--- src/rtl/wport_scheduler.sv ---
// rtl/wport_scheduler.sv - board RAM write-port scheduler: command FIFO with priority over block fill
// Optional feature macro: WPORT_VBLANK_GATE_EN (writes gated by vblank when defined)
module wport_scheduler #(
  parameter int DEPTH = 4,
  parameter int AW    = 10,
  parameter int DW    = 8
) (
  input  logic          clk,
  input  logic          reset,
  input  logic          cmd_we,
  input  logic [AW-1:0] cmd_waddr,
  input  logic [DW-1:0] cmd_wdata,
  input  logic          fill_start,
  input  logic [AW-1:0] fill_addr,
  input  logic [AW-1:0] fill_count,
  input  logic [DW-1:0] fill_data,
  input  logic          vblank,
  output logic          we,
  output logic [AW-1:0] waddr,
  output logic [DW-1:0] wdata,
  output logic          fill_busy,
  output logic          fill_done,
  output logic          cmd_overflow
);

  localparam int PW = (DEPTH > 1) ? $clog2(DEPTH) : 1;
  localparam logic [PW:0] FULL_CNT = (PW+1)'(DEPTH);

  typedef enum logic {IDLE, FILL} state_t;

  logic [AW+DW-1:0] mem [DEPTH];
  logic [PW-1:0]    rd_ptr;
  logic [PW-1:0]    wr_ptr;
  logic [PW:0]      count;

  state_t           state;
  logic [AW-1:0]    f_addr;
  logic [AW:0]      f_left;
  logic [DW-1:0]    f_data;

  logic             gate;
  logic             fifo_empty;
  logic             fifo_full;
  logic             grant_cmd;
  logic             grant_fill;
  logic             fill_last;
  logic             push;
  logic [AW+DW-1:0] head;

`ifdef WPORT_VBLANK_GATE_EN
  assign gate = vblank;
`else
  logic unused_vblank;
  assign unused_vblank = vblank;
  assign gate = 1'b1;
`endif

  assign fifo_empty = (count == '0);
  assign fifo_full  = (count == FULL_CNT);
  assign head       = mem[rd_ptr];
  // Queued command writes always win; the fill only gets otherwise-idle gated cycles.
  assign grant_cmd  = !fifo_empty && gate;
  assign grant_fill = fifo_empty && gate && (state == FILL);
  assign fill_last  = grant_fill && (f_left == (AW+1)'(1));
  // A full FIFO can still accept when its head leaves in the same cycle.
  assign push       = cmd_we && (!fifo_full || grant_cmd);

  // FIFO storage; contents need no reset since occupancy is tracked by count.
  always_ff @(posedge clk) begin
    if (push) begin
      mem[wr_ptr] <= {cmd_waddr, cmd_wdata};
    end
  end

  // FIFO pointers, occupancy and sticky overflow flag.
  always_ff @(posedge clk) begin
    if (reset) begin
      rd_ptr       <= '0;
      wr_ptr       <= '0;
      count        <= '0;
      cmd_overflow <= 1'b0;
    end else begin
      if (push) begin
        wr_ptr <= wr_ptr + 1'b1;
      end
      if (grant_cmd) begin
        rd_ptr <= rd_ptr + 1'b1;
      end
      case ({push, grant_cmd})
        2'b10:   count <= count + 1'b1;
        2'b01:   count <= count - 1'b1;
        default: count <= count;
      endcase
      if (cmd_we && !push) begin
        cmd_overflow <= 1'b1;
      end
    end
  end

  // Fill FSM; busy stays up through the output cycle of the last fill write.
  always_ff @(posedge clk) begin
    if (reset) begin
      state     <= IDLE;
      f_addr    <= '0;
      f_left    <= '0;
      f_data    <= '0;
      fill_busy <= 1'b0;
      fill_done <= 1'b0;
    end else begin
      fill_done <= fill_last;
      case (state)
        IDLE: begin
          fill_busy <= fill_start;
          if (fill_start) begin
            state  <= FILL;
            f_addr <= fill_addr;
            f_data <= fill_data;
            // A zero count encodes a full sweep of the address space.
            f_left <= (fill_count == '0) ? {1'b1, {AW{1'b0}}} : {1'b0, fill_count};
          end
        end
        FILL: begin
          fill_busy <= 1'b1;
          if (grant_fill) begin
            f_addr <= f_addr + 1'b1;
            f_left <= f_left - 1'b1;
            if (fill_last) begin
              state <= IDLE;
            end
          end
        end
        default: begin
          state     <= IDLE;
          fill_busy <= 1'b0;
        end
      endcase
    end
  end

  // Registered RAM write port; address and data hold when nothing is granted.
  always_ff @(posedge clk) begin
    if (reset) begin
      we    <= 1'b0;
      waddr <= '0;
      wdata <= '0;
    end else begin
      we <= grant_cmd || grant_fill;
      if (grant_cmd) begin
        waddr <= head[AW+DW-1:DW];
        wdata <= head[DW-1:0];
      end else if (grant_fill) begin
        waddr <= f_addr;
        wdata <= f_data;
      end
    end
  end

endmodule

--- config.mk ---
export PLATFORM = sky130hd
export DESIGN_NAME = wport_scheduler
export DESIGN_NICKNAME = d
export VERILOG_FILES = /design/src/rtl/wport_scheduler.sv
export SDC_FILE = /design/constraint.sdc
export NUM_CORES = 1
export LEC_CHECK = 0
export CAP_MARGIN = 20
export CORE_MARGIN = 5
export CORE_UTILIZATION = 45
export DETAILED_ROUTE_END_ITERATION = 8
export PLACE_DENSITY_LB_ADDON = 0.1
export SYNTH_ARGS = -nofsm -noshare
export SYNTH_HDL_FRONTEND = slang
export SYNTH_SLANG_ARGS = --single-unit
--- constraint.sdc ---
create_clock -name clk -period 2.87 [get_ports clk]
set_clock_uncertainty 0.2 [all_clocks]
set_input_delay 0.574 -clock clk [delete_from_list [all_inputs] [get_ports clk]]
set_output_delay 0.574 -clock clk [all_outputs]
set_load 0.01 [all_outputs]
==> results.md <==
- Status: completed
- Startpoint Class: flop
- DR pass1 iterations: 4
- Largest net degree at the start of global routing: 54
- Clk sink count: 133
- Async set or reset register ratio after synthesis: 0%
- Avg Cell Area, Syn: 12.5 sq um
- Total core area: 12000 sq um
- Initial Utilization: 46.1%
- Final min period: 2260 ps
- Pre-CTS WS: 460 ps
- Clk buf depth: 2
- Number of synthesized flops with an enable pin: 72
- Least-Margin Pin Slew: 654 ps
- Iter 0 DRT Violations: 330
- Total track usage: 17.7%
- Cell variety after synth: 54
- Post-route DRC: 0
- Vias in the first global route: 3809
- Top-count cell post-synth: edfxtp_1
- # rows: 40
- Post-synth top cells: edfxtp_1, dfxtp_1, nor2_1, nand2_1, a21oi_1
- Vert. Die Dim: 121 microns
- Initial antenna violation count: 0
- Setup slack, reg-to-reg: 610 ps
- HP Class: flop to flop
- YS warnings: 0
- Syn nets: 500
- Commonest register cell after synthesis: edfxtp_1
- Power Total: 0.00611 W
- Share of cells above drive strength 1: 13.2%
- Post-CTS Resized: 0
- Final core utilization: 58.5%
- ANT nets after route: 0
- Inserted Diodes: 0
- Synth area leader: edfxtp_1
- Area occupied by registers: 3380 sq um
- R2R depth: 5
- Final weighted congestion in routability-driven placement: 0.796
- Critical Path End Type: flop
- Via density: 5.48
- CTS clk-pin slew, worst paths: 60 ps
- CTS tree: done
- Max-cap violation count: 0
- Area Growth Syn to Fin: 27.0%
- WHS: 257 ps
- Arr. time, crit path: 2400 ps
- Fillers: 962
- Congestion Overflow GR: 0
- Fin crit share: 78.6%
- Synth top area cells: edfxtp_1, dfxtp_1, mux4_2
- Hold Path Depth: 2
- Unrepaired setup endpoints after global routing: no
- Share of the synthesized area in the top cell type: 39.1%
- First-pass GRT wire length: 19.9 mm
- WL/cell: 17.9 microns
- Cells after synthesis: 441
- Final setup violation count: 0
- Worst Path Max Fanout: 8
- Clock latency on the worst-skew pair: 410 ps
- Synthesized flop and latch total: 133
- Multi-input combinational cell area: 2000 sq um
- Leak pwr: 2.45 nW
- Hold Vio Cnt, Final: 0
- Setup Crit Path Kind: flop to flop
- Die W: 121 microns
- Final wirelength: 12.1 mm
- Post-CTS setup buffer count: 0
- Mapped cell area: 5530 sq um
- Number of port buffers: 71
- Final setup TNS: 0 ps
- CTS Buf Count: 17
- CTS hold repair buffers: 0
- Worst EP required: 3020 ps
- Pwr Density: 870 nW/um^2
- Root buffer selected by CTS: clkbuf_16
- Max-slew violations: 0
- Post-DP HPWL: 7.86 mm
- Vias: 3721
- H-tree Lvls: 4
- Die area: 14600 sq um
- Max Freq: 443 MHz
- Setup ws final: 614 ps
- Post-synthesis sequential area ratio: 61.2%
- Slew Limit Headroom: 56.4%
- Nets@finish: 578
- IO Pins: 73
- Worst VDD drop: 603 uV
-- layout make-up --
cell class,count,share of cell area [%]
clock buffer,19,6.16
clock inverter,13,2.23
inverter,9,0.481
multi-input combinational,270,28.5
sequential,133,48.2
tap,147,2.62
timing repair buffer,88,11.9
-- per-stage QoR --
step	std cells	area [sq um]
3_5_place_dp	647	6440
3_3_place_gp	647	6440
4_1_cts	679	7030
5_1_grt	679	7030
2_1_floorplan	441	5530
6_report	679	7030
-- kinds of logic after synthesis --
kind of cell,share of synthesized area [%]
adders and majority gates,1.95
muxes,11.5
buffers and inverters,2.78
xor gates and xnor gates,0.475
AOI/OAI and AO/OA,10.3
and+or+nand+nor,11.8
DFF,61.2
-- layer usage --
metal	vias up	share of wire, %	track usage [%]	wire length [microns]
li1	1817	-	-	-
met2	88	48	27.8	5860
met1	1802	46	22.6	5530
met5	-	0	0	0
met4	0	1.4	8.00	164
met3	14	4.7	5.17	575
-- worst max-delay path, stage by stage (launching register included) --
cell      delay, ps
dfxtp_1         380
or3_1           520
nand2b_1        160
fa_1            430
or3_1           360
a21oi_1         140
-- path summary, 6_finish.rpt --
check	from	to
max	count[0]	count[1]
min	f_data[4]	f_data[4]
max reg2reg	count[0]	count[1]
min reg2reg	f_data[4]	f_data[4]
-- registers in the layout, summed over array words and instances (netlist names), named ones only --
register and flops:
cmd_overflow 1, count 3, f_addr 10, f_data 8
f_left 11, fill_busy 1, fill_done 1, mem 72
rd_ptr 2, state 1, waddr 10, wdata 8
we 1, wr_ptr 2
-- layout by cell type, fill, tap and decap left out, types with 9 or more instances in the layout --
master / n
inv_1: 9
o21ai_0: 11
dfxtp_1: 60
nand2_1: 30
mux2i_1: 23
mux4_2: 18
clkdlybuf4s50_1: 70
edfxtp_1: 72
a211oi_1: 21
a21oi_1: 27
buf_4: 17
clkbuf_16: 17
nor2_1: 46
-- report_power, final --
part	switching [W]	total, W	internal (W)	leakage, nW
logic	0.000786	0.00153	0.000740	1.01
registers	0.000165	0.00243	0.00226	1.17
clock network	0.000795	0.00216	0.00136	0.280
Power figures use the tool's default switching activity.
